**src/rtl/fb_pkg.sv**
```systemverilog
// Shared framebuffer types and defaults for the pixel-write path.
package fb_pkg;

  localparam int unsigned SCREEN_WIDTH_DEFAULT  = 640;
  localparam int unsigned SCREEN_HEIGHT_DEFAULT = 480;
  localparam int unsigned COLOR_WIDTH_DEFAULT   = 32;
  localparam int unsigned COORD_WIDTH           = 10;

  typedef logic [COORD_WIDTH-1:0] coord_t;

  // Default-width write record for blocks that carry whole pixel writes.
  typedef struct packed {
    coord_t                         x;
    coord_t                         y;
    logic [COLOR_WIDTH_DEFAULT-1:0] color;
  } pix_wr_t;

  typedef enum logic [0:0] {
    IDLE  = 1'b0,
    CLEAR = 1'b1
  } fb_sched_state_e;

  function automatic logic coord_in_range(coord_t x, coord_t y, int unsigned w, int unsigned h);
    return (32'(x) < w) && (32'(y) < h);
  endfunction

endpackage

```
**src/rtl/rr_arbiter.sv**
```systemverilog
// Round-robin arbiter: one-hot grant to the first request at or after the pointer.
module rr_arbiter #(
  parameter int unsigned NUM_REQ = 2
) (
  input  logic               clk,
  input  logic               rst,
  input  logic [NUM_REQ-1:0] req,
  input  logic               advance,
  output logic [NUM_REQ-1:0] gnt
);

  localparam int unsigned PtrWidth = (NUM_REQ > 1) ? $clog2(NUM_REQ) : 1;

  logic [PtrWidth-1:0] ptr_q, ptr_d;
  logic [PtrWidth-1:0] idx;
  logic                found;

  always_comb begin
    gnt   = '0;
    ptr_d = ptr_q;
    idx   = '0;
    found = 1'b0;
    for (int unsigned off = 0; off < NUM_REQ; off++) begin
      idx = PtrWidth'((32'(ptr_q) + off) % NUM_REQ);
      if (!found && req[idx]) begin
        found    = 1'b1;
        gnt[idx] = 1'b1;
        ptr_d    = PtrWidth'((32'(idx) + 1) % NUM_REQ);
      end
    end
  end

  always_ff @(posedge clk) begin
    if (rst) begin
      ptr_q <= '0;
    end else if (advance) begin
      ptr_q <= ptr_d;
    end
  end

endmodule

```
**src/rtl/fb_write_scheduler.sv**
```systemverilog
// Framebuffer write scheduler: round-robin requester writes plus a full-screen clear sweep.
module fb_write_scheduler
  import fb_pkg::*;
#(
  parameter int unsigned SCREEN_WIDTH  = SCREEN_WIDTH_DEFAULT,
  parameter int unsigned SCREEN_HEIGHT = SCREEN_HEIGHT_DEFAULT,
  parameter int unsigned COLOR_WIDTH   = COLOR_WIDTH_DEFAULT,
  parameter int unsigned NUM_REQ       = 2
) (
  input  logic                           clk,
  input  logic                           rst,
  input  logic                           i_clear_start,
  input  logic [COLOR_WIDTH-1:0]         i_clear_color,
  output logic                           o_clear_busy,
  output logic                           o_clear_done,
  input  logic [NUM_REQ-1:0]             i_req_valid,
  input  logic [NUM_REQ*COORD_WIDTH-1:0] i_req_x,
  input  logic [NUM_REQ*COORD_WIDTH-1:0] i_req_y,
  input  logic [NUM_REQ*COLOR_WIDTH-1:0] i_req_color,
  output logic [NUM_REQ-1:0]             o_req_ready,
  output logic                           o_pixel_we,
  output logic [COORD_WIDTH-1:0]         o_pixel_x,
  output logic [COORD_WIDTH-1:0]         o_pixel_y,
  output logic [COLOR_WIDTH-1:0]         o_pixel_color
);

  localparam coord_t LastX = COORD_WIDTH'(SCREEN_WIDTH - 1);
  localparam coord_t LastY = COORD_WIDTH'(SCREEN_HEIGHT - 1);

  fb_sched_state_e state_q, state_d;

  logic                   clear_active;
  logic                   start_accept;
  logic                   req_block;
  logic                   clear_last;
  coord_t                 clr_x_q, clr_y_q;
  logic [COLOR_WIDTH-1:0] clear_color_q;

  logic [NUM_REQ-1:0]     arb_req;
  logic [NUM_REQ-1:0]     gnt;
  logic                   req_fire;
  coord_t                 sel_x, sel_y;
  logic [COLOR_WIDTH-1:0] sel_color;
  logic                   sel_in_range;

  logic                   pix_we_q;
  coord_t                 pix_x_q, pix_y_q;
  logic [COLOR_WIDTH-1:0] pix_color_q;
  logic                   done_q;

  always_ff @(posedge clk) begin
    if (rst) begin
      state_q <= IDLE;
    end else begin
      state_q <= state_d;
    end
  end

  always_comb begin
    state_d = state_q;
    unique case (state_q)
      IDLE:  if (i_clear_start) state_d = CLEAR;
      CLEAR: if (clear_last) state_d = IDLE;
    endcase
  end

  always_comb begin
    clear_active = 1'b0;
    start_accept = 1'b0;
    unique case (state_q)
      IDLE:  start_accept = i_clear_start;
      CLEAR: clear_active = 1'b1;
    endcase
  end

  assign clear_last = (clr_x_q == LastX) && (clr_y_q == LastY);

  // A starting or running clear owns the port, so requesters see no grant at all.
  assign req_block = clear_active | start_accept;
  assign arb_req   = req_block ? '0 : i_req_valid;

  rr_arbiter #(
    .NUM_REQ(NUM_REQ)
  ) u_arb (
    .clk    (clk),
    .rst    (rst),
    .req    (arb_req),
    .advance(req_fire),
    .gnt    (gnt)
  );

  assign o_req_ready = gnt;
  assign req_fire    = |gnt;

  always_comb begin
    sel_x     = '0;
    sel_y     = '0;
    sel_color = '0;
    for (int unsigned k = 0; k < NUM_REQ; k++) begin
      if (gnt[k]) begin
        sel_x     = i_req_x[COORD_WIDTH*k +: COORD_WIDTH];
        sel_y     = i_req_y[COORD_WIDTH*k +: COORD_WIDTH];
        sel_color = i_req_color[COLOR_WIDTH*k +: COLOR_WIDTH];
      end
    end
  end

  assign sel_in_range = coord_in_range(sel_x, sel_y, SCREEN_WIDTH, SCREEN_HEIGHT);

  always_ff @(posedge clk) begin
    if (rst) begin
      pix_we_q      <= 1'b0;
      pix_x_q       <= '0;
      pix_y_q       <= '0;
      pix_color_q   <= '0;
      done_q        <= 1'b0;
      clr_x_q       <= '0;
      clr_y_q       <= '0;
      clear_color_q <= '0;
    end else begin
      pix_we_q <= 1'b0;
      done_q   <= 1'b0;
      if (start_accept) begin
        clear_color_q <= i_clear_color;
        clr_x_q       <= '0;
        clr_y_q       <= '0;
      end
      if (clear_active) begin
        pix_we_q    <= 1'b1;
        pix_x_q     <= clr_x_q;
        pix_y_q     <= clr_y_q;
        pix_color_q <= clear_color_q;
        done_q      <= clear_last;
        if (clr_x_q == LastX) begin
          clr_x_q <= '0;
          clr_y_q <= clr_y_q + 1'b1;
        end else begin
          clr_x_q <= clr_x_q + 1'b1;
        end
      end else if (req_fire && sel_in_range) begin
        // Off-screen writes complete the handshake but leave the port untouched.
        pix_we_q    <= 1'b1;
        pix_x_q     <= sel_x;
        pix_y_q     <= sel_y;
        pix_color_q <= sel_color;
      end
    end
  end

  assign o_clear_busy  = clear_active;
  assign o_clear_done  = done_q;
  assign o_pixel_we    = pix_we_q;
  assign o_pixel_x     = pix_x_q;
  assign o_pixel_y     = pix_y_q;
  assign o_pixel_color = pix_color_q;

endmodule

```
**config.mk**
```make
export PLATFORM = sky130hd
export DESIGN_NAME = fb_write_scheduler
export DESIGN_NICKNAME = d
export VERILOG_FILES = /design/src/rtl/fb_pkg.sv /design/src/rtl/rr_arbiter.sv /design/src/rtl/fb_write_scheduler.sv
export SDC_FILE = /design/constraint.sdc
export NUM_CORES = 1
export LEC_CHECK = 0
export ABC_CLOCK_PERIOD_IN_PS = 1950
export CAP_MARGIN = 10
export CORE_ASPECT_RATIO = 0.9
export CORE_MARGIN = 3
export CORE_UTILIZATION = 25
export CTS_CLUSTER_DIAMETER = 100
export CTS_CLUSTER_SIZE = 30
export DETAILED_ROUTE_END_ITERATION = 10
export PLACE_DENSITY = 0.51
export REMOVE_ABC_BUFFERS = 1
export SLEW_MARGIN = 20
export SYNTH_ARGS = -nofsm -noshare
export SYNTH_HDL_FRONTEND = slang
export SYNTH_SLANG_ARGS = --single-unit
```
**constraint.sdc**
```tcl
create_clock -name clk -period 1.95 [get_ports clk]
set_clock_uncertainty 0.1 [all_clocks]
set_input_delay 0.39 -clock clk [delete_from_list [all_inputs] [get_ports clk]]
set_output_delay 0.39 -clock clk [all_outputs]
set_load 0.1 [all_outputs]
```
==> flow_metrics.py <==
metrics = {
    "setup_path": {
        "cp-start-kind": "flop",
        "crit_chain": "nor2_4, buf_6, a31oi_4, buf_4, o32a_4, nand3_4, clkbuf_16, o221a_4",
        "required_ns": 2.15,
        "cp_top_family": "compound AO/OA/AOI/OAI gates",
        "r2r_start": "state_q",
        "path_buf_inv": 3,
        "critPathKind": "flop to flop",
        "r2r_cells": 8,
        "r2r_end": "o_pixel_color[18]",
        "slowest_delay_ns": 0.38,
        "r2r_slack_ns": -0.15,
        "cp_slowest_cell": "dfxtp_4",
        "cp.arrival_ns": 2.30,
        "critPathMaxFanout": 6,
        "cp-end-kind": "flop",
    },
    "placement": {
        "portBuffers": 197,
        "gp_congestion": 0.813,
        "pre_cts_ws_ns": -0.695,
        "dpl.hpwl_um": 14300,
        "dpl.cell_count": 1130,
    },
    "cts": {
        "tritoncts": "yes",
        "clock-sinks": 108,
        "root_buffer": "clkbuf_16",
        "cts-buffers-inserted": 9,
        "clock_tree.buffer_depth": 2,
        "path_clk_slew_ns": 0.08,
        "cts_max_level": 3,
        "clock_latency_ns": 0.35,
    },
    "timing": {
        "rsz0062_at_grt": "true",
        "worstMarginPinSlew_ns": 0.378,
        "period_share_pct": 108,
        "relSlewSlack_pct": 74.5,
        "maxClockFrequency_mhz": 477,
        "fin_tns_setup_ns": -5.08,
        "period_needed_ns": 2.10,
        "setup_viol": 50,
        "slew_violations": 0,
        "finalHoldViolCount": 0,
        "layout_setup_ws_ns": -0.148,
    },
    "synth": {
        "syn_inst": 622,
        "synth-edff-count": 0,
        "ys_ff_latch": 108,
        "ys_seq_area_share_pct": 40.2,
        "ys_warn_count": 0,
        "avgSynthCellArea_um2": 8.64,
        "synthFlopType": "dfxtp_1",
        "synth_area_mm2": 0.00537,
        "async_flop_share_pct": 0,
        "ys_types": 68,
    },
    "routing": {
        "viasPerCell": 4.82,
        "wl_per_cell_um": 18.0,
        "first_pass_iters": 4,
        "ant_nets": 0,
        "totalWireLength_um": 21300,
        "drc": 0,
        "via_count": 5697,
        "drt_first_iter_violations": 293,
    },
    "power": {
        "p_comb_share_pct": 35.6,
        "p_total_mw": 6.61,
        "p_switching_mw": 2.27,
        "power_frac_seq_pct": 37.2,
        "ir_drop_v": 0.000402,
        "intPower_mw": 4.34,
        "power_switching_share_pct": 34.3,
        "cellPowerDensity_mw_per_mm2": 660,
        "p_leak_nw": 3.79,
        "clkPwrFrac_pct": 27.2,
    },
    "global_routing": {
        "grt_pass1_vias": 5641,
        "grt_util_all_layers_pct": 17.5,
        "grt_first_pass_wirelength_um": 32100,
        "grt_overflow_total": 0,
        "antenna_found_initial": 0,
        "grt_max_degree": 51,
    },
    "layout": {
        "area_growth_pct": 86.4,
        "fin_nets": 1034,
        "final_util_pct": 47.8,
        "fin_cells": 1182,
        "drive_above_1_share_pct": 30.1,
        "antenna_cells": 0,
    },
    "floorplan": {
        "die_h_um": 145,
        "floorplan.die_area_mm2": 0.0233,
        "fp.dieW_um": 161,
        "pin_count": 198,
        "core_mm2": 0.0210,
        "rows": 50,
        "initial_core_util_pct": 25.6,
    },
    "worst_hold_path": {
        "min_path_type": "input pin to flop",
        "hold_end": "o_pixel_y[0]",
        "hold_path.startpoint": "rst",
        "hold_path_depth": 2,
    },
    "flow_run": {
        "cap_violations": 0,
    },
    "run_status": {
        "status": "complete, but fails checks",
        "violations": "negative setup slack",
    },
}
## cells by family (layout without fill, tap and decap cells)
family	Yosys count	after routing	synth area share, %
AO/OA/AOI/OAI	224	225	34.4
flip-flops	108	108	40.2
AND/OR/NAND/NOR	178	178	15.3
buffers and inverters	101	374	8.08
adder cells (fa/ha/maj)	2	2	0.466
XOR/XNOR	9	9	1.47
## layout by cell type, fill, tap and decap left out, drive strengths merged, types with 5 or more instances in the layout
cell type and n:
buf 170, clkdlybuf4s50 129, dfxtp 108, nand2 86
a21oi 76, inv 46, a22o 38, o221a 36
nor2 26, nand3 18, nand4 13, clkbuf 13
o21ai 11, a31oi 11, o311ai 9, a311oi 9
xnor2 8, nor3 8, a22oi 6, dlygate4sd2 6
or3 5, clkinv 5
## state kept, by name, indices dropped and copies added, names as in the netlist
name and cells:
u_arb.ptr_q 1, o_pixel_we 1, o_pixel_y 10, state_q 1
o_pixel_color 32, o_clear_done 1, clr_y_q 10, o_pixel_x 10
clear_color_q 32, clr_x_q 10
## worst register-to-register path: cells and delay by family, from the launching register on
family,cells,cell delay [ns]
compound gates,3,0.64
buf+inv,3,0.52
simple gates,2,0.41
flops,1,0.38
## power by group through the flow
| stage | sequential (mW) | combinational, mW | clock [mW] |
|---|---|---|---|
| 5_1_grt | 2.47 | 2.46 | 1.95 |
| 4_1_cts | 2.46 | 2.26 | 1.86 |
| 2_1_floorplan | 3.07 | 0.437 | 0 |
| 3_5_place_dp | 2.50 | 2.10 | 0 |
| 6_report | 2.46 | 2.35 | 1.80 |
| 3_3_place_gp | 2.50 | 2.09 | 0 |
## per-layer routing
layer	wire (µm)	GRT usage, %
met3	1380	4.45
met2	9820	27.5
met1	9710	23.9
met5	0	0
met4	401	4.60
## layout make-up
class	count	area, µm²
clock buffer	10	239
clock inverter	6	47.5
fill	1971	10900
inverter	45	181
multi-input combinational	414	3200
sequential	108	2170
tap	286	358
timing repair buffer	313	3820
## metrics by stage
step / hold slack, ns / cell area [µm²]
after CTS: 0.319 / 9620
after global routing: 0.330 / 10000
final: 0.335 / 10000
after detailed placement: 0.346 / 8800
after floorplan: 0.330 / 5110
after global placement: 0.342 / 8800
## synth_stat cells, drive strengths merged (3+ instances only)
master	instances	area, µm²
nor2	26	97.6
o31ai	4	43.8
nand4	13	81.3
dfxtp	108	2160
xnor2	8	70.1
clkbuf	37	139
or3	5	31.3
o221a	36	475
a22oi	6	45.0
a22o	38	333
o21ai	11	55.1
nand3	18	95.1
a21oi	76	380
nor3	8	40.0
nand2	86	323
buf	19	126
a311oi	9	91.3
or2	3	18.8
a31oi	11	68.8
inv	45	169
nand2b	3	18.8
and3	3	18.8
o311ai	9	78.8
nor4	4	25.0
## worst max-delay path by stage
| stage | from | end | slack [ns] | cells past startpoint |
|---|---|---|---|---|
| after global routing | u_arb.ptr_q | o_pixel_color[25] | -0.18 | 7 |
| after detailed placement | i_req_valid[0] | o_pixel_x[7] | -0.70 | 7 |
| after floorplan | state_q | o_pixel_y[5] | -3.19 | 5 |
| after global placement | i_clear_start | o_pixel_color[23] | -0.63 | 8 |
| final | state_q | o_pixel_color[18] | -0.15 | 8 |
| after CTS | state_q | o_pixel_color[26] | -0.17 | 8 |
## what timing repair did
action / CTS / global route
resized for setup: 61 / 54
setup buffers: 16 / 12
hold buffers: 0 / 0
pin swaps: 13 / 20
gates cloned: 5 / 5
endpoints found under the setup margin: 67 / 65
hold endpoints to repair: 0 / 0
(Power assumes the default switching activity.)
